<file path="src/rtl/pkt_rx_pkg.sv">
// Shared types and defaults for the serial temperature-packet receiver.
// Header codes, packet/FSM enums and a saturating counter helper.
package pkt_rx_pkg;

  localparam int         PAYLOAD_BYTES_DEF = 4;
  localparam logic [7:0] HDR_TEMP_DEF      = 8'hA5;
  localparam logic [7:0] HDR_CHECK_DEF     = 8'hC3;

  typedef enum logic [1:0] {
    PKT_NONE  = 2'd0,
    PKT_TEMP  = 2'd1,
    PKT_CHECK = 2'd2
  } pkt_type_t;

  typedef enum logic [1:0] {
    ST_HUNT,
    ST_TEMP,
    ST_CHECK,
    ST_DRAIN
  } rx_state_t;

  function automatic logic [15:0] sat_inc(input logic [15:0] v);
    return (v == 16'hFFFF) ? v : v + 16'd1;
  endfunction

endpackage

</file>
<file path="src/rtl/ser2par_byte.sv">
// Serial-to-parallel byte assembler: MSB-first shift, 3-bit bit counter,
// one-cycle byte_assembled pulse with the byte held on wr_data.
module ser2par_byte (
  input  logic       clk_2,
  input  logic       reset_n,
  input  logic       serial_data,
  input  logic       data_ena,
  output logic [7:0] wr_data,
  output logic       byte_assembled
);

  logic [6:0] shift_q;
  logic [2:0] bit_cnt;

  // NOTE: state registers use non-blocking assignments so every register
  // samples the pre-edge values, independent of statement order.
  always_ff @(posedge clk_2 or negedge reset_n) begin
    if (!reset_n) begin
      shift_q        <= '0;
      bit_cnt        <= '0;
      wr_data        <= '0;
      byte_assembled <= 1'b0;
    end else begin
      byte_assembled <= 1'b0;
      if (data_ena) begin
        shift_q <= {shift_q[5:0], serial_data};
        bit_cnt <= bit_cnt + 3'd1;
        if (bit_cnt == 3'd7) begin
          wr_data        <= {shift_q, serial_data};
          byte_assembled <= 1'b1;
        end
      end else begin
        // A gap in data_ena abandons any partial byte
        bit_cnt <= '0;
      end
    end
  end

endmodule

</file>
<file path="src/rtl/pkt_rx_seq.sv">
// Packet reception sequencer: header decode, payload counting, FIFO push
// of temperature payload and error flagging. Optional stats under PKT_RX_STATS_EN.
module pkt_rx_seq
  import pkt_rx_pkg::*;
#(
  parameter int         PAYLOAD_BYTES = PAYLOAD_BYTES_DEF,
  parameter logic [7:0] HDR_TEMP      = HDR_TEMP_DEF,
  parameter logic [7:0] HDR_CHECK     = HDR_CHECK_DEF
) (
  input  logic        clk_2,
  input  logic        reset_n,
  input  logic        serial_data,
  input  logic        data_ena,
  input  logic        fifo_full,
  output logic        wr_fifo,
  output logic [7:0]  wr_data,
  output logic        byte_assembled,
  output logic [1:0]  pkt_type,
  output logic        pkt_done,
  output logic        pkt_err
`ifdef PKT_RX_STATS_EN
  ,
  output logic [15:0] pkt_cnt,
  output logic [15:0] drop_cnt
`endif
);

  localparam logic [3:0] LAST_IDX = 4'(PAYLOAD_BYTES - 1);

  rx_state_t state;
  pkt_type_t pkt_type_q;
  logic [3:0] pay_cnt;

  ser2par_byte u_ser2par (
    .clk_2          (clk_2),
    .reset_n        (reset_n),
    .serial_data    (serial_data),
    .data_ena       (data_ena),
    .wr_data        (wr_data),
    .byte_assembled (byte_assembled)
  );

  // Same-cycle qualification so a full FIFO is never written
  assign wr_fifo  = byte_assembled && (state == ST_TEMP) && !fifo_full;
  assign pkt_type = pkt_type_q;

  always_ff @(posedge clk_2 or negedge reset_n) begin
    if (!reset_n) begin
      state      <= ST_HUNT;
      pkt_type_q <= PKT_NONE;
      pay_cnt    <= '0;
      pkt_done   <= 1'b0;
      pkt_err    <= 1'b0;
    end else begin
      pkt_done <= 1'b0;
      pkt_err  <= 1'b0;
      if (byte_assembled) begin
        case (state)
          ST_HUNT: begin
            pay_cnt <= '0;
            if (wr_data == HDR_TEMP) begin
              state      <= ST_TEMP;
              pkt_type_q <= PKT_TEMP;
            end else if (wr_data == HDR_CHECK) begin
              state      <= ST_CHECK;
              pkt_type_q <= PKT_CHECK;
            end else begin
              pkt_err <= 1'b1;
            end
          end
          default: begin
            // A drop moves to DRAIN; the later HUNT assignment wins on the last byte
            if (state == ST_TEMP && fifo_full) begin
              pkt_err <= 1'b1;
              state   <= ST_DRAIN;
            end
            if (pay_cnt == LAST_IDX) begin
              state    <= ST_HUNT;
              pkt_done <= 1'b1;
            end else begin
              pay_cnt <= pay_cnt + 4'd1;
            end
          end
        endcase
      end
    end
  end

`ifdef PKT_RX_STATS_EN
  always_ff @(posedge clk_2 or negedge reset_n) begin
    if (!reset_n) begin
      pkt_cnt  <= '0;
      drop_cnt <= '0;
    end else begin
      if (pkt_done) pkt_cnt  <= sat_inc(pkt_cnt);
      if (pkt_err)  drop_cnt <= sat_inc(drop_cnt);
    end
  end
`endif

endmodule

</file>
<file path="config.mk">
export PLATFORM = sky130hd
export DESIGN_NAME = pkt_rx_seq
export DESIGN_NICKNAME = d
export VERILOG_FILES = /design/src/rtl/pkt_rx_pkg.sv /design/src/rtl/ser2par_byte.sv /design/src/rtl/pkt_rx_seq.sv
export SDC_FILE = /design/constraint.sdc
export NUM_CORES = 1
export LEC_CHECK = 0
export CORE_ASPECT_RATIO = 0.9
export CORE_MARGIN = 1.5
export CORE_UTILIZATION = 35
export CTS_CLUSTER_DIAMETER = 50
export DETAILED_ROUTE_END_ITERATION = 6
export DONT_BUFFER_PORTS = 1
export GPL_ROUTABILITY_DRIVEN = 0
export PLACE_DENSITY = 0.54
export SLEW_MARGIN = 20
export SYNTH_ARGS = -nofsm -noshare
export SYNTH_HDL_FRONTEND = slang
export SYNTH_SLANG_ARGS = --single-unit
</file>
<file path="constraint.sdc">
create_clock -name clk_2 -period 1.75 [get_ports clk_2]
set_input_delay 0.35 -clock clk_2 [delete_from_list [all_inputs] [get_ports clk_2]]
set_output_delay 0.35 -clock clk_2 [all_outputs]
set_load 0.01 [all_outputs]
</file>
==> results of run 1 <==
worst max-delay path, delay by kind of cell, from the launching register on:
family,cells,cell delay [ps]
flip-flops,1,420
AND/OR/NAND/NOR,2,510
logic make-up (layout without fill, tap and decap cells):
kind of cell	count (synthesis)	after routing
compound gates	16	16
fa+ha+maj	3	3
buf+inv	5	13
flops	29	29
mux	16	16
simple gates	19	19
worst max path at each step:
stage	start	end	slack [ps]
3_5_place_dp	u_ser2par.bit_cnt[0]	u_ser2par.wr_data[4]	200
2_1_floorplan	u_ser2par.bit_cnt[0]	u_ser2par.wr_data[0]	340
4_1_cts	state[0]	wr_fifo	180
6_report	state[0]	wr_fifo	190
3_3_place_gp	u_ser2par.bit_cnt[0]	u_ser2par.wr_data[7]	240
5_1_grt	pay_cnt[0]	pay_cnt[0]	90
where the power goes:
group	leakage [nW]	total (mW)	switching [mW]	internal, mW
Sequential	0.386	0.792	0.0554	0.736
Combinational	0.231	0.0932	0.0314	0.0618
Clock	0.0443	0.541	0.230	0.311
flip-flops by register name, indices dropped and copies added (netlist names):
register	cells
state	2
u_ser2par.wr_data	8
u_ser2par.shift_q	7
pkt_done	1
u_ser2par.bit_cnt	3
pkt_err	1
pkt_type	2
u_ser2par.byte_assembled	1
pay_cnt	4
timing repair:
item,4_1_cts,5_1_grt
hold buffers,2,0
endpoints found under the hold margin,29,0
buffers inserted,0,0
cells in the final DEF, fill, tap and decap left out:
cell / Yosys / final
a31oi_1: 1 / 1
and3_1: 1 / 1
ha_1: 3 / 3
clkbuf_8: 0 / 6
or3b_4: 1 / 1
nor2b_1: 1 / 1
a21boi_0: 1 / 1
dlygate4sd3_1: 0 / 1
a22o_1: 3 / 3
clkbuf_1: 0 / 1
a41oi_1: 1 / 1
nor3b_1: 2 / 2
dfrtp_1: 29 / 29
nand2_1: 1 / 1
nand2b_1: 1 / 1
o21ai_0: 4 / 4
and2_1: 2 / 2
buf_4: 0 / 1
and2b_2: 1 / 1
and3_2: 1 / 1
nor2_1: 4 / 4
o2111a_1: 1 / 1
o21ai_1: 1 / 1
o21ai_2: 1 / 1
and4bb_1: 1 / 1
buf_12: 0 / 1
inv_1: 3 / 3
a22oi_1: 1 / 1
and4bb_2: 2 / 2
mux2_2: 16 / 16
nand4_1: 1 / 1
a22o_2: 1 / 1
a211oi_1: 1 / 1
per-layer routing:
| metal | track usage, % | up-vias |
|---|---|---|
| met4 | 8.929 | 0 |
| met3 | 8.555 | 4 |
| met1 | 14.48 | 350 |
| met5 | 0 | - |
| met2 | 19.83 | 19 |
| li1 | - | 339 |
stage by stage:
step / worst slack [ps] / total power [mW] / hold slack [ps] / area [sq um] / utilization, %
after global routing: 92.15 / 1.506 / 189.3 / 1389 / 41.42
final: 187.0 / 1.426 / 198.5 / 1389 / 41.42
after floorplan: 337.6 / 0.8567 / 54.41 / 1220 / -
after CTS: 182.9 / 1.447 / 194.0 / 1389 / 41.42
after global placement: 241.8 / 0.8734 / 54.98 / 1272 / 37.95
after detailed placement: 202.7 / 0.8810 / 54.95 / 1272 / 37.95
area by class of cell:
cell class	instances	area, sq um
clock buffers	7	86.33
fillers	322	1964
inverters	3	11.26
multi-input cells	54	473.0
flip-flops and latches	29	725.7
well taps	44	55.05
repair buffers	3	37.54
==> out/metrics.csv, run 1 <==
metric,value,unit
outcome,"finished, final reports clean",
clock_skew,1.119,ps
drc_errors,0,
grt_pass1_vias,753,
dr.pass1.iters,4,
die_y,59.01,um
grt_max_degree,30,
port_buffers,0,
hold_viol,0,
fp.dieArea,3849,sq um
syn_inst,88,
final_net_count,104,
clkLatencyLatePin,280,ps
synthesis.nets,96,
initial_core_util,36.38,%
period_minus_slack,1563,ps
setup_viol_count_final,0,
cts_num_sinks,29,
synth-edff-count,0,
viasPerCell,5.086,
avgRoutedWirePerCell,14.84,um
synth_warnings,0,
maxUsedRoutingLayer,met4,
hpwl,1417,um
hp-class,input port to flip-flop,
slowest_delay,420,ps
netlist_area,1220,sq um
dr_wl_met2,944,um
ctsRootBufferMaster,clkbuf_8,
antenna_found_initial,0,
muxShareOfSynthArea,14.77,%
ir_drop,0.5139,mV
crit-reg2reg-launch,u_ser2par.bit_cnt[0],
cpMaxStageDelayCell,dfrtp_1,
drive_above_1_share,32.29,%
hold_end,u_ser2par.bit_cnt[1],
ys_dominant_reg_cell,dfrtp_1,
ant_nets,0,
synthXorXnorAreaFrac,0,%
r2r_slack,210,ps
synth-seq-cells,29,
htree_levels,2,
synth_most_common_cell,dfrtp_1,
rr_worst_depth,4,
synth_top_area_share,59.49,%
synth_adder_area_share,3.077,%
startpoint_type,flip-flop,
final_cells,140,
relSlewSlack,74.37,%
yosys.area_share.simple,11.18,%
powerDensity,1027,nW/um^2
min-delay-start,data_ena,
fin_tns_setup,0,ps
r2r_end,u_ser2par.wr_data[4],
tightestPinTransition,383.6,ps
drv_slew,0,
grt_use_total,13.51,%
yosysUniqueCellTypes,29,
synth_top_family_by_area,multiplexers,
cts_buffer_depth,2,
rsz0062_at_grt,false,
antenna_cells,0,
seq_area_frac_synth,59.49,%
wl,2078,um
path_cells,nand2b_1 -> nor3b_1,
drv_cap,0,
place_inst,131,
synth_area_leader_cell,dfrtp_1,
fmax,639.8,MHz
coreArea,3353,sq um
areaGrowthSynthToFinish,13.85,%
clkTransAtPathRegs,60,ps
cts_tree,built,
yosys-top-cells-count,"29 x dfrtp_1, 16 x mux2_2, 4 x nor2_1, 4 x o21ai_0",
cts_resized,0,
die_w,65.23,um
grt_overflow,0,
post-route-period-util,89.31,%
critPathCaptureType,output pin,
min_path_cells,1,
via_count,712,
arrival,1210,ps
cts_made_buffers,5,
drtIter0Drc,65,
io_pins,19,
crit_type,flip-flop to output pin,
power_leakage,0.6616,nW
async_flop_share,100.0,%
grt_first_pass_wirelength,3594,um
synthTopCellsByArea,"dfrtp_1 59%, mux2_2 15%, ha_1 3.1%, a22o_1 2.2%, and4bb_2 2.1%",
wl_met1,926,um
required,1400,ps
wl_met3,142,um
synth_area_per_cell,13.86,sq um
std_cell_rows,20,
synth_compound_area_share,9.744,%
crit_fanout,6,
Note: power is estimated with default switching activity, not from simulation.
==> run 2, diff against run 1 <==
- CORE_ASPECT_RATIO: 0.9 -> 1.1
- PLACE_DENSITY: 0.54 -> unset
- SLEW_MARGIN: 20 -> 0
==> run 2 against run 1 <==
Routed wire length is 2.2% higher. Non-clock buffer count stayed put. Critical path depth stayed put. Sequential power hardly changed. Register-to-register slack hardly changed. Clock power is 24% lower. Count of clock-buffer cells in the layout stayed put. Combinational power is 2% lower. Worst hold slack worse by 44 ps.
==> out/metrics.csv, run 2 (synthesis gave the netlist of run 1 again) <==
metric,value,unit,change
outcome,"finished, final reports clean",,
path_cells,nand2b_1 -> nor3b_1,,
dr.pass1.iters,4,,unchanged
cts_tree,built,,
drive_above_1_share,32.29,%,unchanged
rsz0062_at_grt,false,,
grt_max_degree,30,,unchanged
required,1400,ps,about the same
layout_common_cells,"29 x dfrtp_1, 16 x mux2_2, 5 x clkbuf_4, 4 x o21ai_0, 4 x nor2_1",,
postCtsHoldBufs,2,,unchanged
ir_drop,0.4685,mV,-8.8%
drtIter0Drc,42,,-35%
htree_levels,2,,unchanged
critPathBufInv,0,,unchanged
std_cell_rows,22,,+10%
startpoint_type,flip-flop,,
cts_resized,0,,unchanged
grt_overflow,0,,unchanged
crit-reg2reg-launch,u_ser2par.bit_cnt[0],,
period_minus_slack,1622,ps,+59.51 ps
grt_first_pass_wirelength,3705,um,+3.1%
via_count,741,,+4.1%
post-route-period-util,92.71,%,+3.4 points
cp_top_family,simple AND/OR/NAND/NOR gates,,
fp.dieArea,3849,sq um,about the same
cpMaxStageDelayCell,dfrtp_1,,
drv_cap,0,,unchanged
place_inst,135,,+3.1%
final_core_util,40.91,%,-0.51 points
setup_viol_count_final,0,,unchanged
critPathCaptureType,output pin,,
final_net_count,104,,unchanged
fin_tns_setup,0,ps,unchanged
clkTransAtPathRegs,90,ps,+30 ps
hpwl,1454,um,+2.6%
final_common_cell,dfrtp_1,,
drc_errors,0,,unchanged
nFillCells,323,,+0.31%
antenna_found_initial,0,,unchanged
largest_reg_flops,8,,unchanged
coreArea,3331,sq um,-0.67%
avgRoutedWirePerCell,14.75,um,-0.63%
antenna_cells,0,,unchanged
min-delay-start,data_ena,,
relSlewSlack,74.54,%,+0.17 points
min_path_cells,1,,unchanged
top_register,u_ser2par.wr_data,,
hold_end,u_ser2par.bit_cnt[2],,
viasPerCell,5.146,,+1.2%
grt_use_total,13.11,%,-0.41 points
p_total,1.292,mW,-9.4%
arrival,1270,ps,+60 ps
cts_made_buffers,5,,unchanged
postCtsSetupBuffers,0,,unchanged
cts_buffer_depth,2,,unchanged
ctsRootBufferMaster,clkbuf_4,,
reg_top3,"u_ser2par.wr_data: 8 flops, u_ser2par.shift_q: 7 flops, pay_cnt: 4 flops",,
cts_num_sinks,29,,unchanged
die_y,64.92,um,+10%
hp-class,input port to flip-flop,,
rr_worst_depth,4,,unchanged
drv_slew,0,,unchanged
crit_fanout,6,,unchanged
clkLatencyLatePin,320,ps,+40 ps
r2r_slack,210,ps,about the same
clock_skew,8.298,ps,+7.180 ps
grt_pass1_vias,792,,+5.2%
io_pins,19,,unchanged
power_leakage,0.6486,nW,-2.0%
slowest_delay,440,ps,+20 ps
crit_type,flip-flop to output pin,,
final_cells,144,,+2.9%
die_w,59.29,um,-9.1%
r2r_end,u_ser2par.wr_data[3],,
areaGrowthSynthToFinish,11.69,%,
tightestPinTransition,381.0,ps,-2.599 ps
powerDensity,948.4,nW/um^2,-7.6%
hold_viol,0,,unchanged
initial_core_util,36.63,%,+0.25 points
port_buffers,0,,unchanged
wl,2124,um,+2.2%
fmax,616.3,MHz,-3.7%
ant_nets,0,,unchanged
holdWs,154.3,ps,-44.18 ps
## run 2: worst max path at each step
stage | startpoint | endpoint | slack (ps) | cells after the start
finish | state[0] | wr_fifo | 130 | 2
global route | state[0] | wr_fifo | 70 | 2
CTS | state[0] | wr_fifo | 120 | 2
detailed placement | u_ser2par.bit_cnt[0] | u_ser2par.wr_data[3] | 220 | 4
global placement | u_ser2par.bit_cnt[0] | u_ser2par.wr_data[6] | 240 | 4
floorplan | u_ser2par.bit_cnt[0] | u_ser2par.wr_data[0] | 340 | 4
## run 2: worst reg2reg max path, stage by stage, from the launching register on
cell and delay, ps:
dfrtp_1 390, ha_1 200, ha_1 170, nand2_1 290, mux2_2 380
## run 2: where the power goes
group	internal [mW]	total (mW)	switching [mW]	leakage, nW
logic	0.0614	0.0913	0.0299	0.231
clock network	0.189	0.411	0.222	0.0314
registers	0.734	0.790	0.0556	0.386
total	0.985	1.29	0.307	0.649
## run 2: per-layer routing
| metal | global-route usage [%] | vias to the layer above | wire length [um] |
|---|---|---|---|
| li1 | - | 341 | - |
| met1 | 16.08 | 375 | 920 |
| met2 | 19.64 | 19 | 1038 |
| met3 | 4.790 | 6 | 124 |
| met4 | 7.102 | 0 | 40 |
| met5 | 0 | - | 0 |
## run 2: stage by stage
stage          area [sq um]  setup WS [ps]
2_1_floorplan          1220          337.6
3_3_place_gp           1277          244.4
3_5_place_dp           1277          220.1
4_1_cts                1363          115.1
5_1_grt                1363          70.30
6_report               1363          127.5
## run 2: cell type report
cell class	count	area, sq um	share of cell area, %
inverters	3	11.26	0.8264
multi-input cells	54	473.0	34.71
repair buffers	3	37.54	2.755
clock buffers	7	55.05	4.040
flip-flops and latches	29	725.7	53.26
well taps	48	60.06	4.408
==> run 3, diff against run 2 <==
- CORE_UTILIZATION: 35 -> 60
- PLACE_DENSITY: unset -> 0.76
==> run 3 against run 2 <==
Worst hold slack improved by 1.4 ps. Power increased by 3.8%. Via count decreased by 3.9%. Global-route usage increased by 6.5 points. Maximum frequency decreased by 2.5%. First-iteration DRC count decreased by 83%. Critical path type unchanged.
==> out/metrics.csv, run 3 (synthesis gave the netlist of run 1 again) <==
metric,value,unit,change
outcome,"finished, final reports clean",,
fp.dieArea,2313,sq um,-40%
period_minus_slack,1664,ps,+41.61 ps
arrival,1310,ps,+40 ps
path_cells,nor3b_1,,
min_path_cells,1,,unchanged
drc_errors,0,,unchanged
antenna_cells,0,,unchanged
cts_resized,0,,unchanged
coreArea,1842,sq um,-45%
cts_made_buffers,5,,unchanged
drtIter0Drc,7,,-83%
min-delay-start,data_ena,,
required,1400,ps,about the same
setup_viol_count_final,0,,unchanged
largest_reg_flops,8,,unchanged
relSlewSlack,73.84,%,-0.70 points
wl,1818,um,-14%
hp-class,input port to flip-flop,,
viasPerCell,5.789,,+12%
drv_cap,0,,unchanged
cpMaxStageDelayCell,dfrtp_1,,
worstSetupPathDepth,1,,-1
grt_max_degree,30,,unchanged
startpoint_type,flip-flop,,
cts_num_sinks,29,,unchanged
io_pins,19,,unchanged
areaGrowthSynthToFinish,10.15,%,
reg_top3,"u_ser2par.wr_data: 8 flops, u_ser2par.shift_q: 7 flops, pay_cnt: 4 flops",,
drive_above_1_share,33.33,%,+1.0 points
clock_skew,7.032,ps,-1.267 ps
crit-reg2reg-launch,u_ser2par.bit_cnt[0],,
timing.final.ws_setup,85.92,ps,-41.61 ps
grt_pass1_vias,693,,-13%
std_cell_rows,16,,-27%
initial_core_util,66.24,%,+30 points
via_count,712,,-3.9%
ant_nets,0,,unchanged
crit_fanout,12,,+6
grt_first_pass_wirelength,3153,um,-15%
cts_tree,built,,
cts_buffer_depth,2,,unchanged
drv_slew,0,,unchanged
rsz0062_at_grt,false,,
rr_worst_depth,4,,unchanged
grt_overflow,0,,unchanged
antenna_found_initial,0,,unchanged
r2r_slack,240,ps,+30 ps
hold_end,u_ser2par.bit_cnt[1],,
grt_use_total,19.57,%,+6.5 points
clkLatencyLatePin,330,ps,about the same
avgRoutedWirePerCell,14.78,um,+0.21%
top_register,u_ser2par.wr_data,,
die_w,45.99,um,-22%
fmax,600.9,MHz,-2.5%
hpwl,1267,um,-13%
final_net_count,103,,-0.96%
place_inst,113,,-16%
tightestPinTransition,390.9,ps,+9.897 ps
r2r_end,u_ser2par.wr_data[2],,
hold_viol,0,,unchanged
powerDensity,998.1,nW/um^2,+5.2%
dr.pass1.iters,4,,unchanged
postCtsSetupBuffers,0,,unchanged
port_buffers,0,,unchanged
layout_common_cells,"29 x dfrtp_1, 16 x mux2_2, 5 x clkbuf_4, 4 x o21ai_0, 4 x nor2_1",,
clkTransAtPathRegs,80,ps,about the same
final_cells,123,,-15%
ctsRootBufferMaster,clkbuf_4,,
final_common_cell,dfrtp_1,,
pre_cts_slack,234.0,ps,+13.98 ps
ir_drop,0.7048,mV,+50%
slowest_delay,590,ps,+150 ps
critPathBufInv,0,,unchanged
final_core_util,72.96,%,+32 points
htree_levels,2,,unchanged
crit_type,flip-flop to output pin,,
die_y,50.29,um,-23%
fin_tns_setup,0,ps,unchanged
critPathCaptureType,output pin,,
post-route-period-util,95.09,%,+2.4 points
cp_top_family,flip-flops,,
power_leakage,0.6531,nW,+0.69%
run 3: changes by cell type in the layout (fill, tap and decap cells not counted), sizes merged:
| cell | change |
|---|---|
| clkinv | +1 |
| buf | -1 |
run 3: worst max path at each step:
stage	start	endpoint	slack (ps)
2_1_floorplan	u_ser2par.bit_cnt[0]	u_ser2par.wr_data[0]	340
3_3_place_gp	u_ser2par.bit_cnt[0]	u_ser2par.wr_data[0]	270
3_5_place_dp	u_ser2par.bit_cnt[0]	u_ser2par.wr_data[2]	230
4_1_cts	u_ser2par.byte_assembled	wr_fifo	80
5_1_grt	u_ser2par.byte_assembled	wr_fifo	20
6_report	u_ser2par.byte_assembled	wr_fifo	90
run 3: report_power, final:
| group | internal (mW) | total, mW | switching [mW] | leakage (nW) |
|---|---|---|---|---|
| Clock | 0.232 | 0.460 | 0.227 | 0.0413 |
| Combinational | 0.0618 | 0.0930 | 0.0312 | 0.226 |
| Sequential | 0.734 | 0.789 | 0.0544 | 0.386 |
| Total | 1.03 | 1.34 | 0.313 | 0.653 |
run 3: stage by stage:
step | cell area, sq um | hold WS [ps] | power [mW]
after CTS | 1344 | 145.2 | 1.356
after floorplan | 1220 | 54.41 | 0.8567
final | 1344 | 155.8 | 1.341
after global placement | 1244 | 54.92 | 0.8711
after detailed placement | 1244 | 54.95 | 0.8784
after global routing | 1344 | 142.9 | 1.402
run 3: repair_timing:
| item | CTS | global route |
|---|---|---|
| setup endpoints to repair | 0 | 0 |
| endpoints found under the hold margin | 29 | 0 |
| hold buffers | 2 | 0 |
run 3: final cells by class:
type / count / area (sq um)
multi-input cells: 54 / 473.0
flip-flops and latches: 29 / 725.7
repair buffers: 2 / 30.03
fillers: 126 / 498.0
clock buffers: 7 / 65.06
inverters: 3 / 11.26
clock inverters: 1 / 5.005
well taps: 27 / 33.78
run 3: metal layers:
metal | vias to the layer above | GRT usage (%) | wire length, um
li1 | 338 | - | -
met1 | 339 | 23.47 | 795
met2 | 30 | 28.94 | 856
met3 | 5 | 8.993 | 118
met4 | 0 | 10.00 | 47
met5 | - | 0 | 0
